===== config.mk =====
export PLATFORM = sky130hd
export DESIGN_NAME = instr_encoder
export DESIGN_NICKNAME = d
export VERILOG_FILES = /design/src/rtl/instr_encoder.sv
export SDC_FILE = /design/constraint.sdc
export NUM_CORES = 1
export LEC_CHECK = 0
export BUFFER_PORTS_ARGS = -buffer_cell sky130_fd_sc_hd__buf_2
export CORE_MARGIN = 1
export CORE_UTILIZATION = 40
export DETAILED_ROUTE_END_ITERATION = 7
export PLACE_DENSITY = 0.69
export SETUP_SLACK_MARGIN = 0.05
export SLEW_MARGIN = 20
export SYNTH_ARGS = -nofsm -noshare
export SYNTH_HDL_FRONTEND = slang
export SYNTH_SLANG_ARGS = --single-unit

===== constraint.sdc =====
create_clock -name Clk -period 3.55 [get_ports Clk]
set_clock_uncertainty 0.1 [all_clocks]
set_input_delay 0.1775 -clock Clk [delete_from_list [all_inputs] [get_ports Clk]]
set_output_delay 0.1775 -clock Clk [all_outputs]
set_load 0.01 [all_outputs]

===== src/rtl/instr_encoder.sv =====
// Instruction encoder / program loader: packs decoded fields into 32-bit words and
// writes them to instruction memory. Optional opcode legality check: ENC_OPCODE_CHECK_EN.
module instr_encoder #(
    parameter int ADDR_W    = 8,
    parameter int BASE_ADDR = 0,
    parameter int DEPTH     = 256
) (
    input  logic              Clk,
    input  logic              Reset,
    input  logic              InValid,
    output logic              InReady,
    input  logic              InLast,
    input  logic [5:0]        InOpCode,
    input  logic [4:0]        InRs,
    input  logic [4:0]        InRt,
    input  logic [4:0]        InRd,
    input  logic [15:0]       InImm,
    input  logic [25:0]       InTarget,
    output logic              MemWrEn,
    output logic [ADDR_W-1:0] MemAddr,
    output logic [31:0]       MemData,
    input  logic              MemAck,
    output logic [ADDR_W:0]   WordCount,
    output logic              Done,
    output logic              Full,
    output logic              Error
);

    localparam logic [2:0] S_IDLE  = 3'd0;
    localparam logic [2:0] S_WRITE = 3'd1;
    localparam logic [2:0] S_DONE  = 3'd2;
    localparam logic [2:0] S_FULL  = 3'd3;
    localparam logic [2:0] S_ERR   = 3'd4;

    localparam logic [ADDR_W-1:0] BASE_C  = BASE_ADDR[ADDR_W-1:0];
    localparam logic [ADDR_W:0]   DEPTH_C = DEPTH[ADDR_W:0];

    logic [2:0]        state_q, state_d;
    logic [ADDR_W-1:0] addr_q, addr_d;
    logic [31:0]       data_q, data_d;
    logic [ADDR_W:0]   count_q, count_d;
    logic              last_q, last_d;
    logic              done_q, done_d;
    logic              full_q, full_d;
    logic              err_q, err_d;
    logic              op_illegal;
    logic [ADDR_W:0]   count_inc;

    function automatic logic [31:0] encode(
        input logic [5:0]  op,
        input logic [4:0]  rs,
        input logic [4:0]  rt,
        input logic [4:0]  rd,
        input logic [15:0] imm,
        input logic [25:0] tgt
    );
        logic [31:0] w;
        case (op) inside
            6'h00, 6'h02, 6'h04, 6'h06, 6'h08, 6'h0A, 6'h0C, 6'h0F,
            6'h10, 6'h13, [6'h1A:6'h1D]: w = {op, rs, rt, rd, 11'b0};
            6'h11, 6'h12:                w = {op, tgt};
            default:                     w = {op, rs, rt, imm};
        endcase
        return w;
    endfunction

`ifdef ENC_OPCODE_CHECK_EN
    assign op_illegal = (InOpCode > 6'h21);
`else
    assign op_illegal = 1'b0;
`endif

    assign count_inc = count_q + 1'b1;

    always_comb begin
        state_d = state_q;
        addr_d  = addr_q;
        data_d  = data_q;
        count_d = count_q;
        last_d  = last_q;
        done_d  = done_q;
        full_d  = full_q;
        err_d   = err_q;
        case (state_q)
            S_IDLE: begin
                if (InValid) begin
                    if (op_illegal) begin
                        err_d   = 1'b1;
                        state_d = S_ERR;
                    end else begin
                        data_d  = encode(InOpCode, InRs, InRt, InRd, InImm, InTarget);
                        last_d  = InLast;
                        state_d = S_WRITE;
                    end
                end
            end
            S_WRITE: begin
                if (MemAck) begin
                    count_d = count_inc;
                    // Hold the address on the final slot so it can never wrap past the top.
                    if (count_inc != DEPTH_C) addr_d = addr_q + 1'b1;
                    if (count_inc == DEPTH_C) full_d = 1'b1;
                    if (last_q) begin
                        done_d  = 1'b1;
                        state_d = S_DONE;
                    end else if (count_inc == DEPTH_C) begin
                        state_d = S_FULL;
                    end else begin
                        state_d = S_IDLE;
                    end
                end
            end
            default: state_d = state_q;
        endcase
    end

    always_ff @(posedge Clk) begin
        if (Reset) begin
            state_q <= S_IDLE;
            addr_q  <= BASE_C;
            data_q  <= 32'h0;
            count_q <= '0;
            last_q  <= 1'b0;
            done_q  <= 1'b0;
            full_q  <= 1'b0;
            err_q   <= 1'b0;
        end else begin
            state_q <= state_d;
            addr_q  <= addr_d;
            data_q  <= data_d;
            count_q <= count_d;
            last_q  <= last_d;
            done_q  <= done_d;
            full_q  <= full_d;
            err_q   <= err_d;
        end
    end

    assign InReady   = (state_q == S_IDLE) && !Reset;
    assign MemWrEn   = (state_q == S_WRITE);
    assign MemAddr   = addr_q;
    assign MemData   = data_q;
    assign WordCount = count_q;
    assign Done      = done_q;
    assign Full      = full_q;
    assign Error     = err_q;

endmodule


Yosys cells after proc, flatten, opt, wreduce, memory -nomap -nowiden
Cells that the tools add are included.

Output and inout bits: 54. Flip-flop bits (word level): 55. Word-level logic and storage cells: 48. Input port bits: 68.

Magnitude comparators: 2. Reductions and logical operators: 14. Equality and inequality tests: 16. Multiplexer cells: 7. Add/subtract/negate cells: 2.

Operators with widths (count): $mux W26 (2); $eq A6 B4 Y1 const B (4); $eq A6 B5 Y1 const B (4); $eq A6 B3 Y1 const B (2); $reduce_and A3 Y1 (4); $reduce_or A11 Y1 (1); $add A9 B1 Y9 const B (1); $eq A9 B9 Y1 const B (1); $ne A9 B9 Y1 const B (1); $add A8 B1 Y8 const B (1); $eq A6 B2 Y1 const B (1); $ge A6 B5 Y1 const B (1); $le A6 B5 Y1 const B (1); $logic_not A6 Y1 (1); $mux W3 (2); $pmux W3 S2 (1); $mux W2 (2); $reduce_and A2 Y1 (2); $eq A3 B1 Y1 const B (1); $logic_not A3 Y1 (1); $logic_and A1 B1 Y1 (2); $ne A2 B1 Y1 const B (1); $ne A2 B2 Y1 const B (1); $reduce_bool A2 Y1 (1); other kinds (2) (2).

Longest topological paths before layout
Gate-level depths: netlist of run 1.

Depth in word-level cells: 6. Mapped depth: 7.

Least setup slack after synthesis of run 1
No wires, ideal clock.

Path kind: register to register. From: reg count_q[0] (netlist: WordCount[0]). To: reg addr_q[7] (netlist: MemAddr[7]). Required time: 3.329 ns. Library setup time: 0.121 ns. Cell stages (with the launch flop): 7. Setup slack: 1.139 ns. Data arrival time: 2.190 ns. Clock period less this slack: 2.411 ns. Cells stage by stage: dfxtp_1 > ha_1 > nand3_1 > or4_4 > a21o_1 > o211a_1 > mux2_4.

Longest elaborated chain between the ends: 3.

RTL lines: from (decl) (RTL line 41) `logic [ADDR_W:0] count_q, count_d;`; from (signal assigned) (RTL line 131) `count_q <= count_d;`; $add A9 B1 Y9 (RTL line 73) `assign count_inc = count_q + 1'b1;`; $ne A9 B9 Y1 (RTL line 101) `if (count_inc != DEPTH_C) addr_d = addr_q + 1'b1;`; $reduce_and A3 Y1 (no source line); to (signal assigned) (RTL line 129) `addr_q <= addr_d;`; to (decl) (RTL line 39) `logic [ADDR_W-1:0] addr_q, addr_d;`.

Every way passes these cells. A chain may end at the register's enable or synchronous reset.

Worst setup path after layout of run 1
From: reg count_q[0] (netlist: WordCount[0]). To: reg addr_q[4] (netlist: MemAddr[4]).

Same word-level chain as after synthesis.

==> results.py, run 1 <==
metrics = {
    "status": {
        "outcome": "completed",
    },
    "route": {
        "vias_per_cell": 5.36,
        "drt_wl_total_microns": 6880,
        "vias": 2733,
        "route.antenna.remaining_nets": 0,
        "first_pass_iters": 4,
        "drc": 0,
        "routedWlPerCell_microns": 13.5,
        "drt_iter0_drc": 88,
    },
    "worst_setup_path": {
        "cp-start-kind": "flop",
        "crit_path_max_incr_delay_ns": 0.56,
        "cp_max_fo": 8,
        "cpMaxStageDelayCell": "or4_4",
        "worstSetupPathType": "reg2reg",
        "crit_start": "WordCount[0]",
        "r2r-start": "WordCount[0]",
        "critPathBufInv": 0,
        "cp_top_family": "simple AND/OR/NAND/NOR gates",
        "arrival_ns": 2.62,
        "crit_required_ns": 3.64,
        "end_kind": "flop",
        "cp_cell_sequence": "ha_1 > nand3_1 > or4_4 > a21oi_2 > a211oi_1 > mux2_1",
    },
    "cells_and_area": {
        "multi_input_area_sq_mm": 0.00159,
        "mostFrequentLayoutCells": "120 x buf_2, 54 x dfxtp_1, 36 x nand2_1",
        "final_common_cell": "buf_2",
        "regArea_sq_mm": 0.00108,
        "fillCellCount": 654,
        "area_growth_pct": 26.8,
        "drive_gt1_share_pct": 35.6,
        "finish.net_count": 503,
        "diodes": 0,
    },
    "clock_network": {
        "cts.sinks": 54,
        "cts.repair.resized": 0,
        "clk_pin_slew_worst_paths_ns": 0.09,
        "cts_tree": "yes",
        "max-clock-path-buffers": 2,
        "root_buffer": "clkbuf_8",
        "htree_levels": 2,
        "post_cts_buffers": 0,
        "cts_buffers": 5,
        "cts_hold_buf": 0,
        "clkLatencyLatePin_ns": 0.30,
    },
    "pwr": {
        "p_sw_uw": 334,
        "seqPwrFrac_pct": 51.9,
        "leakage_uw": 0.00162,
        "p_int_uw": 935,
        "vdd_drop_max_v": 0.000212,
        "clkPwrFrac_pct": 30.6,
        "p_per_area_mw_per_mm2": 360,
        "swShare_pct": 26.3,
        "pwr-share-comb_pct": 17.5,
    },
    "timing": {
        "setup_viol": 0,
        "hold-worst-slack_ns": 0.0214,
        "post-route-min-period_ns": 2.53,
        "hold_violations": 0,
        "post-route-period-util_pct": 71.3,
        "rsz0062_at_grt": "false",
        "slew-limit-headroom_pct": 45.9,
        "fmax_mhz": 395,
        "setup_tns_ns": 0,
        "final_max_slew_viol_count": 0,
        "worst_pin_slew_ns": 0.810,
    },
    "grt": {
        "grt-ovfl-total": 0,
        "grt_use_total_pct": 19.1,
        "grt_pass1_wl_microns": 11400,
        "grt_pass1_vias": 2484,
        "antenna_found_initial": 0,
        "grt_max_degree": 33,
    },
    "synthesis": {
        "synth.distinct_cells": 51,
        "syn_inst": 323,
        "synth_area_per_cell_sq_um": 8.59,
        "ys_warn_count": 0,
        "syn-num-nets": 394,
        "async_reset_ff_share_pct": 0,
        "synth_edf_count": 0,
        "synth-seq-cells": 54,
        "ys_seq_area_share_pct": 39.0,
        "ys.flop_type": "dfxtp_1",
        "synth_area_sq_mm": 0.00278,
    },
    "die": {
        "pin_count": 122,
        "die_h_microns": 85.3,
        "start_util_pct": 42.5,
        "dieArea_sq_mm": 0.00728,
        "core_sq_mm": 0.00653,
        "die-width_microns": 85.3,
        "rows": 29,
    },
    "hold_path": {
        "holdCritPathClass": "in2reg",
        "min-delay-start": "InLast",
    },
    "placement": {
        "gp_congestion": 0.766,
        "port_buffers": 120,
        "dp_hpwl_microns": 5050,
    },
    "job": {
        "drv_cap": 0,
    },
}
## power groups by stage
stage	clock, uW	sequential (uW)	combinational [uW]
global placement	0	670	223
CTS	404	658	225
detailed placement	0	672	225
floorplan	0	685	113
global route	427	663	248
finish	388	658	223
## path summary, 6_finish.rpt
check / slack [ns] / end / cells past startpoint
hold / removal: 0.02 / last_q / 3
hold reg to reg: 0.35 / MemData[6] / 2
setup reg to reg: 1.02 / MemAddr[4] / 6
setup / recovery: 1.02 / MemAddr[4] / 6
## cells by family after synthesis
logic type	after synthesis	synth area share (%)
muxes	32	12.7
AOI/OAI and AO/OA	81	19.4
DFF	54	39.0
adders and majority gates	3	1.35
buffers and inverters	25	3.79
xor gates and xnor gates	7	2.21
other	1	0.135
and+or+nand+nor	120	21.5
## stage by stage
step	power, uW	utilization (%)	setup WS (ns)	instance area (sq um)	instances
final	1270	53.9	1.02	3520	510
after global routing	1340	53.9	0.869	3520	510
after CTS	1290	53.9	1.01	3520	510
after detailed placement	897	52.2	1.03	3410	502
after global placement	893	52.2	1.12	3410	502
after floorplan	798	-	1.14	2780	323
## state kept, by name, summed over array words and instances, names as in the netlist
name	cells
Done	1
Full	1
MemAddr	8
MemData	32
WordCount	9
last_q	1
state_q	2
## worst reg2reg max path, stage by stage, from the launching register on
cell and delay [ns]:
dfxtp_1 0.49, ha_1 0.33, nand3_1 0.16, or4_4 0.56, a21oi_2 0.32, a211oi_1 0.14, mux2_1 0.32
## layout make-up
class / count / area share (%)
tap: 77 / 2.74
clock buffer: 8 / 3.13
timing repair buffer: 124 / 17.9
sequential: 54 / 30.7
multi-input combinational: 244 / 45.2
inverter: 3 / 0.320
## cells in the mapped netlist (2+ instances only)
cell	number	area, sq um
mux2i_1	10	100
nor3_1	12	60.1
mux2_2	13	146
nand3b_1	7	52.6
inv_1	3	11.3
nor2_1	29	109
nand4_1	4	25.0
nor2b_1	8	50.1
buf_2	6	30.0
nand3_1	8	40.0
o31ai_1	5	37.5
xnor2_1	4	35.0
ha_1	3	37.5
a31oi_1	3	18.8
clkbuf_1	11	41.3
mux2_1	8	90.1
nand2b_1	2	12.5
a21o_1	2	15.0
or4_1	3	22.5
o21ai_0	4	20.0
dfxtp_1	54	1080
o211ai_1	13	97.6
a211oi_1	14	105
nor3b_1	2	15.0
xor2_1	3	26.3
a21oi_1	29	145
nand2_1	36	135
buf_1	4	15.0
## metal layers
layer | share of wire (%) | track usage [%]
met5 | 0 | 0
met4 | 0.87 | 4.55
met2 | 48 | 32.9
met3 | 5.3 | 4.47
met1 | 45 | 24.2
(Power assumes the default switching activity.)
==> run 2: changes to the inputs <==
Settings changed: ABC_AREA set to 1.
Clock period 3.55 ns to 2.4 ns, I/O delays scaled along.
==> run 2 against run 1 <==
Effect of this change:
- sequential power up 53%
- via count up 9.7%
- largest cell class unchanged
- final area up 4.2%
- critical endpoint is now MemAddr[1]
- highest routed layer unchanged
- global-route usage up 0.076 points
==> results.py, run 2 <==
metrics = {
    "worst_setup_path": {
        "cp-start-kind": "flop",
        "cp_cell_sequence": "ha_1 > nand2_1 > nor2_1 > nand4_1 > nand2_1 > nand4_4 > nand2_2 > inv_1 > nor2_1 > nor2_1",
        "critPathBufInv": 1,
        "end_kind": "flop",
        "crit_start": "WordCount[1]",
        "r2r-start": "WordCount[1]",
        "cp_top_family": "simple AND/OR/NAND/NOR gates",
        "worstSetupPathType": "reg2reg",
        "crit_required_ns": 2.51,
        "cpMaxStageDelayCell": "dfxtp_1",
        "path_common_cell": "nor2_1",
        "crit_path_max_incr_delay_ns": 0.45,
        "cp_max_fo": 10,
        "arrival_ns": 2.13,
    },
    "synthesis": {
        "ys_warn_count": 0,
        "synth_top_area_share_pct": 38.0,
        "ys.flop_type": "dfxtp_1",
        "synth_area_per_cell_sq_um": 6.75,
        "synth_edf_count": 0,
        "synth_common_cells": "120 x nand2_1, 54 x dfxtp_1, 43 x inv_1, 38 x nand3_1, 38 x nor2_1",
        "yosys-top-cells-area": "dfxtp_1 38%, nand2_1 16%, nand3_1 6.7%, inv_1 5.7%, nor2_1 5.0%",
        "synth_most_common_cell": "nand2_1",
        "syn-num-nets": 493,
        "syn_inst": 422,
        "synth-seq-cells": 54,
        "synth.distinct_cells": 33,
        "ys_seq_area_share_pct": 38.0,
        "async_reset_ff_share_pct": 0,
        "synth_area_sq_mm": 0.00285,
        "yosys.area.top_type": "dfxtp_1",
    },
    "hold_path": {
        "holdCritPathClass": "in2reg",
        "min-delay-start": "InRd[2]",
    },
    "clock_network": {
        "post_cts_buffers": 0,
        "clk_pin_slew_worst_paths_ns": 0.10,
        "clkLatencyLatePin_ns": 0.30,
        "root_buffer": "clkbuf_8",
        "cts_tree": "yes",
        "cts.sinks": 54,
        "max-clock-path-buffers": 2,
        "cts_buffers": 5,
        "htree_levels": 2,
    },
    "route": {
        "drt_iter0_drc": 113,
        "vias_per_cell": 4.72,
        "drt_wl_total_microns": 6870,
        "route.antenna.remaining_nets": 0,
        "first_pass_iters": 4,
        "drc": 0,
        "vias": 2997,
        "routedWlPerCell_microns": 10.8,
    },
    "cells_and_area": {
        "mostFrequentLayoutCells": "120 x nand2_1, 120 x buf_2, 54 x dfxtp_1",
        "area_growth_pct": 28.8,
        "fillCellCount": 725,
        "drive_gt1_share_pct": 30.2,
        "largest_register_ffs": 32,
        "diodes": 0,
        "finish.net_count": 609,
    },
    "grt": {
        "grt_pass1_wl_microns": 11700,
        "grt-ovfl-total": 0,
        "grt_use_total_pct": 19.2,
        "grt_pass1_vias": 2654,
        "antenna_found_initial": 0,
        "grt_max_degree": 51,
    },
    "status": {
        "outcome": "completed",
    },
    "placement": {
        "post-place-ws_ns": 0.404,
        "port_buffers": 120,
        "gp_congestion": 0.878,
        "dp_hpwl_microns": 5050,
    },
    "timing": {
        "hold_violations": 0,
        "final_max_slew_viol_count": 0,
        "setup_viol": 0,
        "rsz0062_at_grt": "false",
        "setup_tns_ns": 0,
        "fin_ws_ns": 0.384,
        "post-route-period-util_pct": 84.0,
        "post-route-min-period_ns": 2.02,
        "fmax_mhz": 496,
    },
    "pwr": {
        "clkPwrFrac_pct": 29.3,
        "swShare_pct": 29.1,
        "seqPwrFrac_pct": 49.0,
        "p_sw_uw": 603,
        "leakage_uw": 0.00193,
        "p_int_uw": 1470,
        "pwr-share-comb_pct": 21.7,
        "vdd_drop_max_v": 0.000308,
        "p_per_area_mw_per_mm2": 565,
    },
    "die": {
        "rows": 30,
        "core_sq_mm": 0.00683,
        "dieArea_sq_mm": 0.00746,
        "die-width_microns": 86.4,
        "start_util_pct": 41.7,
        "pin_count": 122,
        "die_h_microns": 86.4,
    },
    "job": {
        "drv_cap": 0,
    },
}
[run 2: cell types whose count changed after synthesis, moves of 10 or more]
cell / delta
nand2_1: +84
inv_1: +40
nand3_1: +30
o21ai_0: +22
a211oi_1: -14
mux2_2: -13
nand2_2: +13
a21oi_1: -11
nor3_1: -11
mux2i_1: -10
[run 2: cells by family (layout without fill, tap and decap cells)]
logic type      after synthesis  in the layout  share of synthesized area [%]
flops                        54             54                           38.0
simple gates                217            217                           32.6
fa+ha+maj                     3              3                           1.32
compound gates               72             72                           15.5
other cells                   1              1                          0.132
buf+inv                      68            185                           10.0
xor+xnor                      7              7                           2.42
[run 2: power by group through the flow]
| stage | logic, uW | registers (uW) | clock network, uW |
|---|---|---|---|
| detailed placement | 447 | 1030 | 0 |
| CTS | 453 | 1010 | 633 |
| global placement | 442 | 1030 | 0 |
| finish | 449 | 1010 | 607 |
| floorplan | 244 | 1060 | 0 |
| global route | 507 | 1030 | 665 |
[run 2: final cells by class]
| type | count | area, sq um | share of cell area, % |
|---|---|---|---|
| Clock buffer | 5 | 68.8 | 1.88 |
| Sequential cell | 54 | 1080 | 29.5 |
| Multi-Input combinational cell | 300 | 1480 | 40.4 |
| Inverter | 48 | 181 | 4.95 |
| Clock inverter | 3 | 45.0 | 1.23 |
| Timing Repair Buffer | 129 | 691 | 18.8 |
| Tap cell | 96 | 120 | 3.27 |
[run 2: per-layer routing]
layer / wire length [microns] / track usage (%) / up-vias
met5: 0 / 0 / -
met4: 78 / 5.15 / 0
met3: 404 / 4.00 / 8
met2: 3100 / 32.0 / 91
met1: 3300 / 25.2 / 1327
li1: - / - / 1571
[run 2: repair_timing]
action	4_1_cts	5_1_grt
resized for setup	0	0
hold endpoints to repair	4	0
hold buffers	4	0
[run 2: final timing paths]
| check | to | slack [ns] | cells past startpoint |
|---|---|---|---|
| max reg2reg | MemAddr[1] | 0.38 | 10 |
| min | MemData[13] | 0.01 | 5 |
| min reg2reg | Full | 0.39 | 1 |
| max | MemAddr[1] | 0.38 | 10 |
[run 2: worst reg2reg max path, cell delays in order, from the launching register on]
cell and delay, ns:
dfxtp_1 0.45, ha_1 0.26, nand2_1 0.09, nor2_1 0.17, nand4_1 0.10, nand2_1 0.14
nand4_4 0.20, nand2_2 0.18, inv_1 0.10, nor2_1 0.09, nor2_1 0.05
[run 2: metrics by stage]
step	power [uW]	utilization, %	std cells	hold slack, ns	cell area, sq um
CTS	2100	53.7	635	0.000835	3670
detailed placement	1480	51.4	623	0.314	3510
global route	2200	53.7	635	0.0248	3670
floorplan	1300	-	422	0.168	2850
finish	2070	53.7	635	0.0140	3670
global placement	1480	51.4	623	0.306	3510
==> run 3: changes to the inputs <==
Clock period 2.4 ns to 1.9 ns, I/O delays scaled along.
==> run 3 against run 2 <==
Effect of this change:
- power up 28%
- worst hold slack improved by 0.0025 ns
- via count rose by 2.4%
- critical path depth increased by 1
- worst setup slack got worse by 0.25 ns
- register-to-register slack worse by 0.20 ns
==> results.py, run 3 (same netlist as run 2, synthesis figures left out) <==
metrics = {
    "status": {
        "outcome": "completed",
    },
    "clock_network": {
        "root_buffer": "clkbuf_8",
        "cts_buffers": 5,
        "max-clock-path-buffers": 2,
        "post_cts_buffers": 0,
        "cts_tree": "yes",
        "cts.sinks": 54,
        "htree_levels": 2,
        "clkLatencyLatePin_ns": 0.31,
        "clk_pin_slew_worst_paths_ns": 0.09,
    },
    "worst_setup_path": {
        "r2r-start": "WordCount[1]",
        "arrival_ns": 1.91,
        "critPathBufInv": 4,
        "cp-start-kind": "input port",
        "cp_top_family": "buffers and inverters",
        "crit_required_ns": 2.04,
        "cp_cell_sequence": "dlygate4sd3_1 > buf_2 > xor2_2 > nand2_1 > nand2_1 > inv_1 > o21ai_4 > nand2_2 > inv_6 > nand2_1 > a21oi_1",
        "path_common_cell": "nand2_1",
        "end_kind": "flop",
        "crit_start": "InOpCode[0]",
        "cp_max_fo": 11,
        "crit_path_max_incr_delay_ns": 0.53,
        "cpMaxStageDelayCell": "dlygate4sd3_1",
        "worstSetupPathType": "in2reg",
    },
    "cells_and_area": {
        "diodes": 0,
        "area_growth_pct": 34.7,
        "multi_input_area_sq_mm": 0.00152,
        "finish.net_count": 623,
        "drive_gt1_share_pct": 32.5,
        "final_util_pct": 56.1,
        "regArea_sq_mm": 0.00109,
        "fillCellCount": 683,
        "mostFrequentLayoutCells": "120 x nand2_1, 120 x buf_2, 50 x dfxtp_1",
        "largest_register_ffs": 32,
    },
    "grt": {
        "grt_pass1_wl_microns": 12400,
        "grt_use_total_pct": 20.5,
        "grt-ovfl-total": 0,
        "grt_max_degree": 42,
        "antenna_found_initial": 0,
        "grt_pass1_vias": 2710,
    },
    "timing": {
        "post-route-period-util_pct": 92.8,
        "setup_viol": 0,
        "post-route-min-period_ns": 1.76,
        "fmax_mhz": 567,
        "final_max_slew_viol_count": 0,
        "fin_ws_ns": 0.138,
        "rsz0062_at_grt": "false",
        "hold_violations": 0,
        "setup_tns_ns": 0,
        "hold-worst-slack_ns": 0.0165,
    },
    "route": {
        "drt_iter0_drc": 127,
        "wl_met2_microns": 3440,
        "met1Wirelength_microns": 3360,
        "routedWlPerCell_microns": 11.2,
        "route.antenna.remaining_nets": 0,
        "drc": 0,
        "met3_length_microns": 412,
        "vias": 3070,
        "drt_wl_total_microns": 7260,
        "topRoutingLayerUsed": "met4",
        "first_pass_iters": 4,
        "vias_per_cell": 4.73,
    },
    "placement": {
        "gp_congestion": 0.881,
        "dp_hpwl_microns": 5320,
        "post-place-ws_ns": 0.105,
        "port_buffers": 120,
    },
    "die": {
        "start_util_pct": 41.7,
        "die-width_microns": 86.4,
        "pin_count": 122,
        "core_sq_mm": 0.00683,
        "die_h_microns": 86.4,
        "rows": 30,
        "dieArea_sq_mm": 0.00746,
    },
    "hold_path": {
        "holdCritPathClass": "in2reg",
        "min-delay-start": "InTarget[25]",
    },
    "job": {
        "drv_cap": 0,
    },
    "pwr": {
        "p_per_area_mw_per_mm2": 692,
        "vdd_drop_max_v": 0.000407,
        "leakage_uw": 0.00201,
    },
}
## run 3: cell types whose count changed in the layout (fill, tap and decap cells not counted), sizes merged
cell / previous run / this run
inv: 45 / 46
clkinv: 3 / 4
buf: 125 / 131
dlygate4sd3: 4 / 12
clkinvlp: 2 / 0
## run 3: path summary, 6_finish.rpt
| kind | slack (ns) | endpoint | cells after the start |
|---|---|---|---|
| worst max-delay path | 0.14 | MemData[4] | 11 |
| worst min-delay path | 0.02 | MemData[25] | 5 |
| worst max register to register | 0.18 | MemAddr[7] | 9 |
| worst min register to register | 0.35 | Done | 2 |
## run 3: layer usage
layer | up-vias | global-route usage, %
met2 | 78 | 34.1
li1 | 1604 | -
met3 | 5 | 5.14
met1 | 1383 | 26.9
met5 | - | 0
met4 | 0 | 4.39
## run 3: area by class of cell
type                            count  area share [%]
Clock inverter                      3            1.04
Tap cell                           96            3.13
Multi-Input combinational cell    300            39.6
Inverter                           48            4.83
Clock buffer                        5            1.79
Timing Repair Buffer              143            21.3
Sequential cell                    54            28.3
## run 3: what timing repair did
| item | 4_1_cts | 5_1_grt |
|---|---|---|
| resized for setup | 0 | 16 |
| endpoints found under the hold margin | 12 | 0 |
| endpoints found under the setup margin | 0 | 22 |
| hold buffers | 12 | 0 |
## run 3: stage by stage
step,cell area (sq um),instances,total power [uW]
final,3830,649,2650
after floorplan,2850,422,1650
after global routing,3830,649,2820
after CTS,3790,649,2680
after detailed placement,3560,629,1880
after global placement,3560,629,1870
## run 3: worst register-to-register path, cell delays in order (launching register included)
cell and delay [ns]:
dfxtp_2 0.36, buf_4 0.15, nand3_1 0.12, o21ai_1 0.14
nand2_1 0.09, nor2_2 0.16, nand4_4 0.13, buf_4 0.19
nand3_1 0.07, a21oi_1 0.08
## run 3: report_power, final
part | internal, uW | switching (uW) | total, uW | leakage (uW)
registers | 1220 | 56.8 | 1280 | 0.000446
logic | 261 | 345 | 606 | 0.00150
clock network | 388 | 378 | 766 | 0.0000579
